### config.mk
export PLATFORM = sky130hd
export DESIGN_NAME = imem_fetch_arbiter
export DESIGN_NICKNAME = d
export VERILOG_FILES = /design/src/rtl/imem_fetch_arbiter_pkg.sv /design/src/rtl/imem_fetch_arbiter_pick.sv /design/src/rtl/imem_fetch_arbiter.sv
export SDC_FILE = /design/constraint.sdc
export NUM_CORES = 1
export LEC_CHECK = 0
export CORE_ASPECT_RATIO = 0.8
export CORE_MARGIN = 8
export CORE_UTILIZATION = 31
export CTS_CLUSTER_DIAMETER = 80
export DETAILED_ROUTE_END_ITERATION = 8
export GPL_TIMING_DRIVEN = 0
export PLACE_DENSITY = 0.84
export REMOVE_ABC_BUFFERS = 1
export SKIP_CTS_REPAIR_TIMING = 1
export SYNTH_ARGS = -nofsm -noshare
export SYNTH_HDL_FRONTEND = slang
export SYNTH_HIERARCHICAL = 1
export SYNTH_SLANG_ARGS = --single-unit
### constraint.sdc
create_clock -name clk -period 1.7 [get_ports clk]
set_input_delay 0.34 -clock clk [delete_from_list [all_inputs] [get_ports clk]]
set_output_delay 0.34 -clock clk [all_outputs]
set_load 0.02 [all_outputs]
### src/rtl/imem_fetch_arbiter_pkg.sv
// Shared types and constants for the instruction-memory fetch arbiter.
// The package keeps the RV32I_definitions name so other core files can share it.
package RV32I_definitions;

    typedef enum logic {ARB_BOOT, ARB_RUN} imem_arb_state_t;
    typedef enum logic {GNT_FETCH, GNT_LOAD} imem_gnt_t;

    localparam logic [31:0] RV32I_NOP = 32'h00000013;

    function automatic logic [15:0] sat_inc16(input logic [15:0] v);
        return (v == 16'hFFFF) ? v : v + 16'd1;
    endfunction

endpackage

### src/rtl/imem_fetch_arbiter_pick.sv
// Two-way grant picker for the IMEM port: loader wins unless it was granted last.
// A caller that always presents GNT_FETCH as last grant gets fixed loader priority.
module imem_arb_pick
    import RV32I_definitions::*;
(
    input  logic      req_fetch_i,
    input  logic      req_load_i,
    input  imem_gnt_t last_gnt_i,
    output logic      gnt_fetch_o,
    output logic      gnt_load_o
);

    logic load_turn;

    always_comb begin
        load_turn   = (last_gnt_i == GNT_FETCH);
        gnt_load_o  = req_load_i & (~req_fetch_i | load_turn);
        gnt_fetch_o = req_fetch_i & (~req_load_i | ~load_turn);
    end

endmodule

### src/rtl/imem_fetch_arbiter.sv
// Shares the single instruction-SRAM port between the fetch stage and the boot loader.
// Define IMEM_ARB_ROUND_ROBIN_EN to alternate grants on contention instead of loader priority.
module imem_fetch_arbiter
    import RV32I_definitions::*;
#(
    parameter int unsigned IMEM_WADDR_WIDTH = 11,
    parameter int unsigned IMEM_DATA_DEPTH  = 2048,
    parameter logic [31:0] NOP_INSTR        = RV32I_NOP
) (
    input  logic                        clk,
    input  logic                        resetn,
    input  logic                        if_req,
    input  logic [31:0]                 if_addr,
    output logic                        if_gnt,
    output logic                        if_rvalid,
    output logic [31:0]                 if_rdata,
    output logic                        if_misalign,
    input  logic                        ld_valid,
    input  logic [IMEM_WADDR_WIDTH-1:0] ld_waddr,
    input  logic [31:0]                 ld_wdata,
    input  logic                        ld_last,
    output logic                        ld_ready,
    output logic                        core_stall,
    output logic [15:0]                 ld_count,
    output logic                        mem_en,
    output logic                        mem_we,
    output logic [IMEM_WADDR_WIDTH-1:0] mem_addr,
    output logic [31:0]                 mem_wdata,
    input  logic [31:0]                 mem_rdata
);

    imem_arb_state_t state_q, state_d;
    imem_gnt_t       last_gnt;

    logic        rvalid_q;
    logic        misalign_q;
    logic        oor_q;
    logic [31:0] rdata_q;
    logic [15:0] count_q;

    logic run;
    logic arb_fetch, arb_load;
    logic fetch_gnt, load_gnt;
    logic fetch_in_range, load_in_range;

    assign run            = (state_q == ARB_RUN);
    assign fetch_in_range = ({2'b00, if_addr[31:2]} < IMEM_DATA_DEPTH);
    assign load_in_range  = (32'(ld_waddr) < IMEM_DATA_DEPTH);

    imem_arb_pick u_pick (
        .req_fetch_i (if_req & run),
        .req_load_i  (ld_valid & run),
        .last_gnt_i  (last_gnt),
        .gnt_fetch_o (arb_fetch),
        .gnt_load_o  (arb_load)
    );

`ifdef IMEM_ARB_ROUND_ROBIN_EN
    // Only RUN-phase grants move the pointer, so the first contention after boot goes to the loader.
    imem_gnt_t last_q, last_d;

    always_comb begin
        last_d = last_q;
        if (arb_load)
            last_d = GNT_LOAD;
        else if (arb_fetch)
            last_d = GNT_FETCH;
    end

    always_ff @(posedge clk or negedge resetn) begin
        if (!resetn)
            last_q <= GNT_FETCH;
        else
            last_q <= last_d;
    end

    assign last_gnt = last_q;
`else
    assign last_gnt = GNT_FETCH;
`endif

    always_comb begin
        state_d   = state_q;
        fetch_gnt = 1'b0;
        load_gnt  = 1'b0;
        ld_ready  = 1'b0;
        if (resetn) begin
            if (run) begin
                fetch_gnt = arb_fetch;
                load_gnt  = arb_load;
                ld_ready  = arb_load;
            end else begin
                load_gnt = ld_valid;
                ld_ready = 1'b1;
                if (ld_valid && ld_last)
                    state_d = ARB_RUN;
            end
        end
    end

    assign if_gnt     = fetch_gnt;
    assign mem_en     = (fetch_gnt & fetch_in_range) | (load_gnt & load_in_range);
    assign mem_we     = load_gnt & load_in_range;
    assign mem_addr   = load_gnt ? ld_waddr : if_addr[IMEM_WADDR_WIDTH+1:2];
    assign mem_wdata  = ld_wdata;
    assign core_stall = ~run;
    assign ld_count   = count_q;

    // Read data is forwarded straight from the SRAM in the return cycle and held afterwards.
    assign if_rvalid   = rvalid_q;
    assign if_misalign = rvalid_q & misalign_q;
    assign if_rdata    = rvalid_q ? (oor_q ? NOP_INSTR : mem_rdata) : rdata_q;

    always_ff @(posedge clk or negedge resetn) begin
        if (!resetn) begin
            state_q    <= ARB_BOOT;
            rvalid_q   <= 1'b0;
            misalign_q <= 1'b0;
            oor_q      <= 1'b0;
            rdata_q    <= '0;
            count_q    <= '0;
        end else begin
            state_q  <= state_d;
            rvalid_q <= fetch_gnt;
            if (fetch_gnt) begin
                misalign_q <= |if_addr[1:0];
                oor_q      <= ~fetch_in_range;
            end
            if (rvalid_q)
                rdata_q <= if_rdata;
            if (load_gnt)
                count_q <= sat_inc16(count_q);
        end
    end

endmodule

# Word-level counts from Yosys, hierarchy flattened
# Index checks and enable logic that the tools add are counted.
# word_totals
reg_bits	52
output_inout_bits	98
inputBits	112
# classes
eq_ne	1
mux	11
add_sub_neg	1
n_reduce_logical	3
bitwise	10
n_lt_le_gt_ge	1
# op_table
operator	n
$mux 32	2
$lt 30x12->1 const B	1
$add 16x1->16 const B	1
$eq 16x16->1 const B	1
$mux 11	1
$mux 1	8
$and 1x1->1	5
$not 1->1	4
$reduce_and 2->1	1
$reduce_or 2->1	1
$logic_and 1x1->1	1
$or 1x1->1	1

# Logic depth before layout (Yosys ltp)
# depth
depth_word	7
mapped_depth	7
mapped_depth_nobuf	6

# Hierarchy
# The synthesis kept the hierarchy.
# modules_own_cells
module	area_per_inst_um2	seq_area_each_um2	cells_per_inst	instances
imem_fetch_arbiter	2815.2	1301.2	310	1
imem_arb_pick	18.8	0.0	3	1

# Worst setup path before layout
# Ideal clock, no wire load.
# synth_path
path_kind	register to output
startpoint	reg state_q, in the netlist run
endpoint	out mem_en
t_arrival_ps	1803
setup_slack_ps	-443
path_stages_with_launch	7
path_buffers	1
cell_sequence	dfrtp_1 -> and2_1 -> a21boi_1 -> and3_1 -> clkbuf_1 -> nand4_1 -> o21ai_0
# synth_between
elab_chain_len	7
elab_cells_between_ends	10
# synth_lines
item	line	text
start, declared	imem_fetch_arbiter.sv:32	imem_arb_state_t state_q, state_d;
start signal, assigned	imem_fetch_arbiter.sv:123	state_q <= state_d;
$and 1x1->1	imem_fetch_arbiter.sv:52	.req_load_i (ld_valid & run),
$not 1->1	imem_fetch_arbiter_pick.sv:18	gnt_fetch_o = req_fetch_i & (~req_load_i | ~load_turn);
$and 1x1->1 (*)	imem_fetch_arbiter_pick.sv:18	
named net arb_fetch	imem_fetch_arbiter.sv:42	logic arb_fetch, arb_load;
$mux 1 (*)	imem_fetch_arbiter.sv:88	if (run) begin
$mux 1 (*)	imem_fetch_arbiter.sv:87	if (resetn) begin
named net if_gnt	imem_fetch_arbiter.sv:14	output logic if_gnt,
$and 1x1->1 (*)	imem_fetch_arbiter.sv:102	assign mem_en = (fetch_gnt & fetch_in_range) | (load_gnt & load_in_range);
$or 1x1->1 (*)	imem_fetch_arbiter.sv:102	
end, declared	imem_fetch_arbiter.sv:25	output logic mem_en,
# Mark *: on every way through the listed nets, which the timed path passes. The rest lies on a longest branch.

# Worst setup path after layout
# layout_path
startpoint	reg state_q, in the netlist run
endpoint	out mem_addr[5]
# layout_between
elab_chain_len	4
# layout_lines
item	line	text
$and 1x1->1	imem_fetch_arbiter.sv:52	
named net arb_load	imem_fetch_arbiter.sv:42	
$mux 1	imem_fetch_arbiter.sv:88	
$mux 1	imem_fetch_arbiter.sv:87	
$mux 11	imem_fetch_arbiter.sv:104	assign mem_addr = load_gnt ? ld_waddr : if_addr[IMEM_WADDR_WIDTH+1:2];
end, declared	imem_fetch_arbiter.sv:27	output logic [IMEM_WADDR_WIDTH-1:0] mem_addr,
# The timed path passes the listed nets, and every way through them passes these cells.

==> results.sh <==
export IMPL_outcome="complete, but fails checks"
export IMPL_failed_checks="negative setup slack"
export IMPL_dieArea_mm2=0.0125
export IMPL_antenna_found_initial=0
export IMPL_initial_core_util=0.316
export IMPL_critPathKind="flip-flop to output port"
export IMPL_crit_path_end_kind="output port"
export IMPL_crit_fanout=5
export IMPL_final_layout_size_suffix_gt1_frac=0.301
export IMPL_clockBufferDepth=2
export IMPL_place_congestion=0.813
export IMPL_h_tree_depth=2
export IMPL_final_area_mm2=0.00493
export IMPL_grt_start_max_net_pins=70
export IMPL_layout_commonest_cell="clkdlybuf4s50_1"
export IMPL_synthCells=313
export IMPL_dr_wl_met3_mm=1.63
export IMPL_placedInstanceArea_mm2=0.00417
export IMPL_dp_hpwl_mm=7.64
export IMPL_ys_seq_area_frac=0.459
export IMPL_pin_count=210
export IMPL_drv_slew=0
export IMPL_grt_setup_unrepaired="yes"
export IMPL_cts_root_buf="clkbuf_16"
export IMPL_clk_latency_ns=0.28
export IMPL_hold_violations=0
export IMPL_dp_cells=530
export IMPL_wl_per_cell_um=19.2
export IMPL_maxCapViolCount=0
export IMPL_yosys_area_top_type_share=0.459
export IMPL_min_period_ns=2.23
export IMPL_setup_viol=59
export IMPL_yosysTopAreaCell="dfrtp_1"
export IMPL_arrival_ns=1.89
export IMPL_cts_buffers=5
export IMPL_worst_pin_slew_ns=0.959
export IMPL_p_per_area_mw_per_mm2=695
export IMPL_synthArstFlopShare=1.00
export IMPL_fp_dieW_um=123
export IMPL_dieHeight_um=102
export IMPL_synth_distinct_cells=32
export IMPL_cts_tree="done"
export IMPL_diodes=0
export IMPL_core_mm2=0.00896
export IMPL_crit_required_ns=1.36
export IMPL_synthTopCellsByArea="dfrtp_1 (46%), o21ai_0 (10%), buf_4 (8.5%), mux2_2 (5.2%), inv_1 (4.4%)"
export IMPL_final_cell_mix="clkdlybuf4s50_1 (79), dfrtp_1 (47), o21ai_0 (39), inv_1 (33), buf_4 (33)"
export IMPL_finalNonFillerCells=567
export IMPL_syn_avg_cell_area_um2=9.05
export IMPL_fin_skew_ns=0.00460
export IMPL_wl_met1_mm=4.36
export IMPL_ys_warn_count=6
export IMPL_synth_edf_count=0
export IMPL_clk_pin_slew_ns=0.06
export IMPL_fin_ws_ns=-0.532
export IMPL_gr_total_overflow=0
export IMPL_peakVddDrop_v=0.000630
export IMPL_maxSlewHeadroom=0.358
export IMPL_grt_pass1_vias=2652
export IMPL_nets=564
export IMPL_grt_usage=0.146
export IMPL_synth_ff_type="dfrtp_1"
export IMPL_synth_seq_cells=52
export IMPL_port_buffers=145
export IMPL_start_kind="flip-flop"
export IMPL_clock_sinks=52
export IMPL_final_antenna_net_count=0
export IMPL_p_leak_nw=2.38
export IMPL_via_count=2763
export IMPL_drtIter0Drc=67
export IMPL_fmax_mhz=448
export IMPL_fp_row_count=31
export IMPL_via_per_inst=4.87
export IMPL_hold_path_class="input port to flip-flop"
export IMPL_drcViolationCount=0
export IMPL_highest_layer="met5"
export IMPL_dr_pass1_iters=4
export IMPL_wl_mm=10.9
export IMPL_dr_wl_met2_mm=4.82
export IMPL_grt_pass1_wl_mm=13.8
export IMPL_syn_area_mm2=0.00283
export IMPL_post_place_ws_ns=-1.58
export IMPL_fin_crit_sh=1.31
export IMPL_syn2layout_area_growth_pct=74.0
-- worst max-delay path: stages, from the launching register on --
cell and delay, ns:
dfrtp_1 0.42, and2_4 0.16, a21boi_4 0.13, mux2_4 0.33, nand2_8 0.13, mux2_4 0.31
buf_6 0.13
-- power breakdown --
part           switching (mW)  internal [mW]  leakage, nW  total (mW)
Combinational           0.441          0.536         1.64       0.976
Sequential              0.121           1.33        0.673        1.45
Clock                   0.417          0.586       0.0701        1.00
Total                   0.979           2.45         2.38        3.43
-- cell usage after synthesis (all sizes together), types with 4 or more instances --
| cell type | number |
|---|---|
| o21ai | 59 |
| dfrtp | 52 |
| buf | 38 |
| inv | 33 |
| nand2 | 33 |
| mux2 | 13 |
| xor2 | 12 |
| clkbuf | 8 |
| nand3 | 8 |
| nor4 | 7 |
| o22a | 7 |
| nor3 | 6 |
| nor2 | 5 |
| nand4 | 4 |
-- layer usage --
| layer | track usage | vias up |
|---|---|---|
| met1 | 0.165 | 1307 |
| li1 | - | 1290 |
| met2 | 0.209 | 158 |
| met5 | 0.0290 | - |
| met3 | 0.116 | 6 |
| met4 | 0.0252 | 2 |
-- through the flow --
step | hold slack (ns) | setup TNS [ns] | total power, mW | utilization
CTS | 0.0711 | -80.69 | 3.26 | 0.482
global route | 0.412 | -18.31 | 3.59 | 0.550
floorplan | 0.0444 | -74.49 | 1.74 | -
detailed placement | 0.374 | -72.93 | 2.24 | 0.466
global placement | 0.487 | -291.22 | 2.22 | 0.461
finish | 0.400 | -14.52 | 3.43 | 0.550
-- final cells by class --
cell class / count / area, um^2
Fill cell: 778 / 4030
Timing Repair Buffer: 174 / 1770
Multi-Input combinational cell: 185 / 1440
Sequential cell: 52 / 1310
Tap cell: 115 / 144
Clock buffer: 7 / 143
Inverter: 33 / 124
Clock inverter: 1 / 7.51
-- state kept, by name (all words and copies together) (netlist names) --
name and count:
oor_q 1, misalign_q 1, rdata_q 32, run 1, if_rvalid 1, ld_count 16
-- worst paths after layout --
path / depth (start not counted) / startpoint / to / slack, ns
worst min-delay path: 3 / ld_valid / run$_DFFE_PN0P_ / 0.40
worst max-delay path: 6 / run$_DFFE_PN0P_ / mem_addr[5] / -0.53
min in group asynchronous: 3 / resetn / rdata_q[25]$_DFFE_PN0P_ / 0.60
worst min register to register: 1 / rdata_q[1]$_DFFE_PN0P_ / rdata_q[1]$_DFFE_PN0P_ / 0.50
max in group asynchronous: 3 / resetn / ld_count[6]$_DFFE_PN0P_ / 0.11
worst max register to register: 7 / run$_DFFE_PN0P_ / ld_count[10]$_DFFE_PN0P_ / -0.38
-- kinds of logic after synthesis --
group           Yosys count  share of synthesized area
mux                      13                     0.0517
xor+xnor                 15                     0.0464
fa+ha+maj                 1                    0.00441
simple gates             82                      0.152
compound gates           70                      0.136
flops                    52                      0.459
buf+inv                  79                      0.150
other cells               1                    0.00132
No activity file was read; power rests on OpenSTA's default activity.
